`src/rtl/bitcell_ctrl_pkg.sv`:
```
// Shared types for the bitcell array controller: FSM state and op encodings.
package bitcell_ctrl_pkg;

    typedef enum logic [2:0] {
        ST_IDLE,
        ST_SETUP,
        ST_ACCESS,
        ST_RELEASE,
        ST_RESP
    } state_e;

    localparam logic OP_READ  = 1'b0;
    localparam logic OP_WRITE = 1'b1;

endpackage

```
`src/rtl/rr_arbiter2.sv`:
```
// Two-requester round-robin arbiter; the pointer moves only on an accepted grant.
module rr_arbiter2 (
    input  logic       clk,
    input  logic       rst_n,
    input  logic [1:0] req_i,
    input  logic       accept_i,
    output logic [1:0] gnt_o
);

    // prio_q = 1 means requester 1 wins a tie
    logic prio_q;
    logic prio_d;

    always_comb begin
        gnt_o = 2'b00;
        unique case (req_i)
            2'b01:   gnt_o = 2'b01;
            2'b10:   gnt_o = 2'b10;
            2'b11:   gnt_o = prio_q ? 2'b10 : 2'b01;
            default: gnt_o = 2'b00;
        endcase
    end

    always_comb begin
        prio_d = prio_q;
        if (accept_i) begin
            prio_d = gnt_o[0];
        end
    end

    always_ff @(posedge clk or negedge rst_n) begin
        if (!rst_n) begin
            prio_q <= 1'b0;
        end else begin
            prio_q <= prio_d;
        end
    end

endmodule

```
`src/rtl/bitcell_array_ctrl.sv`:
```
// Two-port sequencing controller for a NAND-latch bitcell array: arbitration,
// setup/access/release sequencing of sel, r_w and in, and read capture.
module bitcell_array_ctrl
    import bitcell_ctrl_pkg::*;
#(
    parameter int unsigned WORDS     = 8,
    parameter int unsigned WIDTH     = 4,
    parameter int unsigned WR_CYCLES = 2,
    parameter int unsigned RD_CYCLES = 2,
    parameter int unsigned ADDR_W    = $clog2(WORDS)
) (
    input  logic              clk,
    input  logic              rst_n,
    input  logic              req0_valid_i,
    output logic              req0_ready_o,
    input  logic              req0_we_i,
    input  logic [ADDR_W-1:0] req0_addr_i,
    input  logic [WIDTH-1:0]  req0_wdata_i,
    input  logic              req1_valid_i,
    output logic              req1_ready_o,
    input  logic              req1_we_i,
    input  logic [ADDR_W-1:0] req1_addr_i,
    input  logic [WIDTH-1:0]  req1_wdata_i,
    output logic              resp0_valid_o,
    output logic [WIDTH-1:0]  resp0_rdata_o,
    output logic              resp0_err_o,
    output logic              resp1_valid_o,
    output logic [WIDTH-1:0]  resp1_rdata_o,
    output logic              resp1_err_o,
    output logic [WORDS-1:0]  cell_sel_o,
    output logic              cell_r_w_o,
    output logic [WIDTH-1:0]  cell_in_o,
    input  logic [WIDTH-1:0]  cell_out_i
);

    localparam int unsigned MAXC  = (WR_CYCLES > RD_CYCLES) ? WR_CYCLES : RD_CYCLES;
    localparam int unsigned CNT_W = $clog2(MAXC + 1);

    state_e             state_q, state_d;
    logic               we_q, we_d;
    logic [ADDR_W-1:0]  addr_q, addr_d;
    logic [WIDTH-1:0]   wdata_q, wdata_d;
    logic               port_q, port_d;
    logic [CNT_W-1:0]   cnt_q, cnt_d;
    logic [WIDTH-1:0]   rdata_q, rdata_d;

    logic [1:0]         gnt;
    logic               idle;
    logic               accept;
    logic [WORDS-1:0]   dec;
    logic               in_range;
    logic               last_access;
    logic               active;
    logic               resp;
    logic [WIDTH-1:0]   rdata_out;

    assign idle   = (state_q == ST_IDLE);
    assign accept = idle && (|gnt);

    rr_arbiter2 u_arb (
        .clk      (clk),
        .rst_n    (rst_n),
        .req_i    ({req1_valid_i, req0_valid_i}),
        .accept_i (accept),
        .gnt_o    (gnt)
    );

    assign req0_ready_o = idle && gnt[0];
    assign req1_ready_o = idle && gnt[1];

    // An address with no matching row leaves dec all-zero, which doubles as the error flag
    for (genvar g = 0; g < WORDS; g++) begin : g_dec
        assign dec[g] = (addr_q == ADDR_W'(g));
    end
    assign in_range = |dec;

    assign last_access = (cnt_q == ((we_q == OP_WRITE) ? CNT_W'(WR_CYCLES - 1)
                                                       : CNT_W'(RD_CYCLES - 1)));

    always_comb begin
        state_d = state_q;
        we_d    = we_q;
        addr_d  = addr_q;
        wdata_d = wdata_q;
        port_d  = port_q;
        cnt_d   = cnt_q;
        rdata_d = rdata_q;
        unique case (state_q)
            ST_IDLE: begin
                if (accept) begin
                    state_d = ST_SETUP;
                    port_d  = gnt[1];
                    we_d    = gnt[1] ? req1_we_i    : req0_we_i;
                    addr_d  = gnt[1] ? req1_addr_i  : req0_addr_i;
                    wdata_d = gnt[1] ? req1_wdata_i : req0_wdata_i;
                end
            end
            ST_SETUP: begin
                state_d = ST_ACCESS;
                cnt_d   = '0;
            end
            ST_ACCESS: begin
                if (last_access) begin
                    state_d = ST_RELEASE;
                    if (we_q == OP_READ) begin
                        rdata_d = in_range ? cell_out_i : '0;
                    end
                end else begin
                    cnt_d = cnt_q + 1'b1;
                end
            end
            ST_RELEASE: state_d = ST_RESP;
            ST_RESP:    state_d = ST_IDLE;
            default:    state_d = ST_IDLE;
        endcase
    end

    always_ff @(posedge clk or negedge rst_n) begin
        if (!rst_n) begin
            state_q <= ST_IDLE;
            we_q    <= 1'b0;
            addr_q  <= '0;
            wdata_q <= '0;
            port_q  <= 1'b0;
            cnt_q   <= '0;
            rdata_q <= '0;
        end else begin
            state_q <= state_d;
            we_q    <= we_d;
            addr_q  <= addr_d;
            wdata_q <= wdata_d;
            port_q  <= port_d;
            cnt_q   <= cnt_d;
            rdata_q <= rdata_d;
        end
    end

    assign active     = state_q inside {ST_SETUP, ST_ACCESS, ST_RELEASE};
    assign cell_sel_o = active ? dec : '0;
    assign cell_r_w_o = (state_q == ST_ACCESS) && (we_q == OP_WRITE);
    assign cell_in_o  = (active && (we_q == OP_WRITE)) ? wdata_q : '0;

    assign resp      = (state_q == ST_RESP);
    assign rdata_out = (resp && (we_q == OP_READ) && in_range) ? rdata_q : '0;

    assign resp0_valid_o = resp && !port_q;
    assign resp1_valid_o = resp && port_q;
    assign resp0_rdata_o = port_q ? '0 : rdata_out;
    assign resp1_rdata_o = port_q ? rdata_out : '0;
    assign resp0_err_o   = resp0_valid_o && !in_range;
    assign resp1_err_o   = resp1_valid_o && !in_range;

endmodule

```
`config.mk`:
```
export PLATFORM = sky130hd
export DESIGN_NAME = bitcell_array_ctrl
export DESIGN_NICKNAME = d
export VERILOG_FILES = /design/src/rtl/bitcell_ctrl_pkg.sv /design/src/rtl/rr_arbiter2.sv /design/src/rtl/bitcell_array_ctrl.sv
export SDC_FILE = /design/constraint.sdc
export NUM_CORES = 1
export LEC_CHECK = 0
export ABC_CLOCK_PERIOD_IN_PS = 2400
export CAP_MARGIN = 25
export CORE_MARGIN = 4
export CORE_UTILIZATION = 30
export CTS_BUF_LIST = sky130_fd_sc_hd__clkbuf_4
export DETAILED_ROUTE_END_ITERATION = 6
export GPL_ROUTABILITY_DRIVEN = 0
export GPL_TIMING_DRIVEN = 0
export PLACE_DENSITY = 0.66
export SYNTH_ARGS = -nofsm -noshare
export SYNTH_HDL_FRONTEND = slang
export SYNTH_SLANG_ARGS = --single-unit
```
`constraint.sdc`:
```
create_clock -name clk -period 2.4 [get_ports clk]
set_clock_uncertainty 0.15 [all_clocks]
set_input_delay 0.48 -clock clk [delete_from_list [all_inputs] [get_ports clk]]
set_output_delay 0.48 -clock clk [all_outputs]
set_load 0.02 [all_outputs]
```
==> reports/metrics.csv, run 1 <==
metric,value,unit
PortBufs,48,
initial antenna violation count,0,
n_diodes,0,
crit path DAT,1.68,ns
Die ar.,4650,sq um
Area Growth Syn to Fin,52.4,%
Yosys warnings,0,
pre-CTS setup slack,-0.596,ns
Initial Util,31.8,%
placement-stage cell area,1630,sq um
WL per Instance,14.2,um
pwr/cell area,1180,nW/um^2
"commonest non-fill, non-tap cell in the layout",clkdlybuf4s50_1,
Routed WL,2990,um
critical path class,reg -> out,
initial DRC count,17,
share of cells above drive strength 1,35.8,%
total CTS buffers,3,
finished layout cell area,1660,sq um
Max VDD drop,0.000519,V
Final Cycle Share,96.4,%
Pwr Total,1950,uW
Top Metal Used,met4,
status,finished clean,
IO Count,51,
met2 wire len,1530,um
Clock Tree Buf Depth,2,
final worst setup slack,0.0874,ns
Worst Tran Pin Value,0.869,ns
met3 WL post-DR,207,um
synthesized area,1090,sq um
"commonest cells after routing, fill and taps aside","clkdlybuf4s50_1, dfrtp_1, and2_1, buf_4, buf_2",
max cap viols,0,
Nets,191,
Pre-antenna DRT Iters,4,
worst hold stages,1,
DRC Markers,0,
register-to-register setup slack,0.38,ns
CP max FO,6,
clk root buf,clkbuf_4,
first-pass GRT wire length,4950,um
met1 WL,1240,um
number of synthesized flops with an enable pin,0,
Mean Syn Cell Area,9.98,sq um
"Clk Latency, worst-skew pair",0.30,ns
post-detail-place hpwl,2290,um
Final Hold Viols,0,
RSZ-0062 raised after global routing,true,
clk sink count,19,
final setup vio count,0,
GRT overflow,0,
placed cell count,204,
vias in the first global route,1074,
fmax,432,MHz
CP startpoint kind,flop,
sequential fraction of the synthesis area,43.7,%
CTS tree,done,
Routed Antenna Nets,0,
R2R Path End,wdata_q[1],
Total GRT Usage,14.1,%
Post-Synthesis Cells,109,
data required time of the worst path,1.77,ns
largest net degree at the start of global routing,20,
htree depth,1,
"Distinct cells, synth",35,
Die Wd,68.2,um
crit path time final,2.31,ns
worst r2r src,state_q[0],
post-synthesis async set-or-reset flop share,100,%
Via-to-Cell Ratio,4.86,
cts-stage hold buffer count,0,
Hold Path End,rdata_q[0],
Slew Limit Fails,0,
Worst Reg2Reg Path Length in Cells,5,
slew margin rel.,41.9,%
Worst-path clk slew,0.12,ns
"Top FF cell, synth",dfrtp_1,
fill count,362,
#FFs+latches synth,19,
via count,1026,
row count,21,
Post-Layout Cell Count,211,
P_leak,0.000751,uW
die height,68.2,um
Hold WC Path Type,reg -> reg,
Crit. End Element,output pin,
core area,3420,sq um
hold_sp,rdata_q[0],
==> stage by stage <==
step           hold WS [ns]  util, %  setup TNS, ns
2_1_floorplan        0.0344        -              0
3_3_place_gp          0.346     47.7          -3.64
3_5_place_dp          0.356     47.7          -4.09
4_1_cts               0.382     50.1       -0.00467
5_1_grt               0.411     48.5       -0.00385
6_report              0.379     48.5              0
==> where the power goes <==
group | internal (uW) | total, uW | switching (uW)
combinational | 577 | 1170 | 596
clock | 62.1 | 166 | 104
sequential | 478 | 609 | 131
==> cells by family (layout without fill, tap and decap cells) <==
logic type,Yosys count,after routing,share of synthesized area [%]
flops,19,19,43.7
mux,4,4,4.14
xor+xnor,1,1,0.806
simple gates,58,58,31.4
fa+ha+maj,1,1,1.15
buf+inv,9,64,4.72
compound gates,16,16,13.7
other cells,1,2,0.345
==> area by class of cell <==
class                           count  area (sq um)  share of cell area (%)
Buffer                              5          42.5                    2.57
Clock buffer                        3          22.5                    1.36
Clock inverter                      1          5.00                   0.302
Inverter                            2          7.51                   0.453
Multi-Input combinational cell     82           624                    37.7
Sequential cell                    19           477                    28.8
Tap cell                           46          57.6                    3.47
Timing Repair Buffer               53           420                    25.4
==> registers in the layout (all words and copies together) (netlist names) <==
name          count
addr_q            3
we_q              1
rdata_q           4
wdata_q           4
state_q           3
cnt_q             2
u_arb.prio_q      1
port_q            1
==> worst max-delay path, cell delays in order (launching register included) <==
cell	delay, ns
dfrtp_1	0.41
buf_4	0.15
or4b_4	0.59
nor2_4	0.11
buf_6	0.12
==> routing by layer <==
metal	track usage [%]	vias up
li1	-	501
met1	16.8	491
met2	23.2	32
met3	6.24	2
met4	3.23	0
met5	0	-
==> synthesized netlist by cell type, types with 2 or more instances <==
cell       n  area [sq um]
inv_1      2          7.51
a21oi_1    2          10.0
buf_4      2          15.0
dfrtp_1   19           475
clkbuf_1   2          7.51
o221a_2    8          90.1
nor4_1     2          12.5
nand2_1    5          18.8
a22o_1     2          17.5
nand2b_1   3          18.8
mux2_2     4          45.0
and2_1    14          87.6
nor3b_1    2          15.0
nor2_1    10          37.5
or3_1      9          56.3
nor3_1     4          20.0
==> worst max path at each step <==
stage	from	endpoint	slack, ns	depth (start not counted)
after floorplan	state_q[0]	cell_sel_o[4]	0.20	4
after global placement	req0_valid_i	req0_ready_o	-0.59	5
after detailed placement	req0_valid_i	req0_ready_o	-0.60	5
after CTS	state_q[1]	req0_ready_o	-0.005	5
after global routing	state_q[0]	resp0_valid_o	-0.002	6
final	state_q[0]	req0_ready_o	0.09	4
==> repair_timing <==
action | 4_1_cts | 5_1_grt
setup buffers | 1 | 4
resized for setup | 84 | 30
pin swaps | 3 | 3
endpoints found under the setup margin | 25 | 22
gates cloned | 0 | 0
Note: power is estimated with default switching activity, not from simulation.
==> run 2, diff against run 1 <==
CORE_UTILIZATION = 42   (was 30)
PLACE_DENSITY = 0.86   (was 0.66)
==> run 2 against run 1 <==
- clock-buffer cell count rose by 1
- hold slack better by 0.0083 ns
- via count fell by 0.88%
- highest routed layer unchanged
- sequential share of layout area decreased by 0.49 points
- non-clock buffer count down 1
- utilization increased by 20 points
- flip-flop and latch count did not move
- worst setup slack got worse by 0.041 ns
- combinational power about the same
- die area is 25% lower
==> reports/metrics.csv, run 2 (same netlist as run 1, synthesis figures left out) <==
metric,value,unit,change
"commonest non-fill, non-tap cell in the layout",clkdlybuf4s50_1,,
P_leak,0.000746,uW,-0.76%
Initial Util,43.9,%,+12 points
CP max FO,10,,+4
"delay-heaviest family, CP",simple AND/OR/NAND/NOR gates,,
Worst-path clk slew,0.11,ns,about the same
worst hold stages,1,,unchanged
Nets,190,,-0.52%
hold_sp,rdata_q[0],,
row count,18,,-14%
crit path launch,state_q[2],,
data required time of the worst path,1.77,ns,about the same
Clock Tree Buf Depth,2,,unchanged
GRT overflow,0,,unchanged
Final Hold Viols,0,,unchanged
max cap viols,0,,unchanged
Final Util,68.0,%,+20 points
Area Growth Syn to Fin,55.0,%,
"Largest stage delay, worst path",0.55,ns,-0.04 ns
WP buf/inv,2,,unchanged
vias in the first global route,1037,,-3.4%
Via-to-Cell Ratio,5.24,,+7.8%
worst r2r src,state_q[2],,
Post-Layout Cell Count,194,,-8.1%
Slew Limit Fails,0,,unchanged
Max VDD drop,0.000852,V,+64%
Final Cycle Share,98.1,%,+1.7 points
first-pass GRT wire length,4750,um,-4.0%
CP startpoint kind,flop,,
n_diodes,0,,unchanged
PortBufs,48,,unchanged
Routed WL,2910,um,-2.7%
cts-stage hold buffer count,0,,unchanged
IO Count,51,,unchanged
status,finished clean,,
via count,1017,,-0.88%
total CTS buffers,3,,unchanged
finished layout cell area,1690,sq um,+1.7%
register-to-register setup slack,0.50,ns,+0.12 ns
pwr/cell area,1160,nW/um^2,-1.6%
core area,2480,sq um,-27%
Pre-antenna DRT Iters,4,,unchanged
"commonest cells after routing, fill and taps aside","clkdlybuf4s50_1, dfrtp_1, and2_1, or3_1",,
die height,58.9,um,-14%
"Clk Latency, worst-skew pair",0.30,ns,about the same
largest net degree at the start of global routing,20,,unchanged
pre-CTS setup slack,-0.587,ns,+0.00895 ns
clk sink count,19,,unchanged
post-detail-place hpwl,2240,um,-2.1%
Worst Tran Pin Value,0.861,ns,-0.00870 ns
slew margin rel.,42.4,%,+0.58 points
WL per Instance,15.0,um,+5.8%
critical path class,reg -> out,,
initial DRC count,13,,-4
final worst setup slack,0.0461,ns,-0.0413 ns
RSZ-0062 raised after global routing,true,,
Hold Path End,rdata_q[0],,
placed cell count,188,,-7.8%
CTS tree,done,,
crit path time final,2.35,ns,+0.0413 ns
Crit. End Element,output pin,,
final setup vio count,0,,unchanged
crit path cell chain,"buf_4, or4b_4, nor2_4, buf_6",,
clk root buf,clkbuf_4,,
Routed Antenna Nets,0,,unchanged
initial antenna violation count,0,,unchanged
Hold WC Path Type,reg -> reg,,
R2R Path End,wdata_q[2],,
crit path DAT,1.72,ns,+0.04 ns
DRC Markers,0,,unchanged
Critical Path Slowest Stage Cell,or4b_4,,
share of cells above drive strength 1,35.4,%,-0.39 points
fmax,425,MHz,-1.8%
Total GRT Usage,17.9,%,+3.8 points
placement-stage cell area,1610,sq um,-1.2%
Die Wd,58.9,um,-14%
htree depth,1,,unchanged
top flop regs,"rdata_q x4, wdata_q x4",,
Die ar.,3470,sq um,-25%
setup TNS,0,ns,unchanged
Worst Reg2Reg Path Length in Cells,4,,-1
==> run 2: how the worst max path moves through the flow <==
stage / cells after the start / slack (ns) / end
floorplan: 4 / 0.20 / cell_sel_o[4]
CTS: 5 / 0.003 / req0_ready_o
detailed placement: 5 / -0.59 / req0_ready_o
finish: 4 / 0.05 / req0_ready_o
global placement: 5 / -0.58 / req0_ready_o
global route: 4 / -0.02 / req0_ready_o
==> run 2: stage by stage <==
| stage | total power (uW) | hold WS, ns |
|---|---|---|
| floorplan | 1300 | 0.0344 |
| global placement | 1660 | 0.350 |
| detailed placement | 1710 | 0.365 |
| CTS | 1960 | 0.392 |
| global route | 2090 | 0.421 |
| finish | 1950 | 0.388 |
==> run 2: repair_timing <==
item | 4_1_cts | 5_1_grt
endpoints found under the setup margin | 25 | 19
resized for setup | 81 | 20
setup buffers | 2 | 2
pin swaps | 1 | 2
gates cloned | 0 | 0
==> run 2: power by group <==
group / switching [uW] / total [uW] / internal, uW
registers: 135 / 613 / 478
logic: 595 / 1160 / 562
clock network: 104 / 180 / 76.1
==> run 2: cell type report <==
cell class,count,area [sq um]
inverters,2,7.51
plain buffers,5,45.0
repair buffers,52,454
multi-input cells,82,634
fillers,204,792
well taps,30,37.5
flip-flops and latches,19,477
clock buffers,4,30.0
==> run 2: per-layer routing <==
| layer | vias to the layer above | track usage [%] | wire [um] |
|---|---|---|---|
| met1 | 483 | 21.4 | 1180 |
| li1 | 500 | - | - |
| met4 | 0 | 3.88 | 27 |
| met2 | 30 | 31.4 | 1500 |
| met5 | - | 0 | 0 |
| met3 | 4 | 5.70 | 199 |
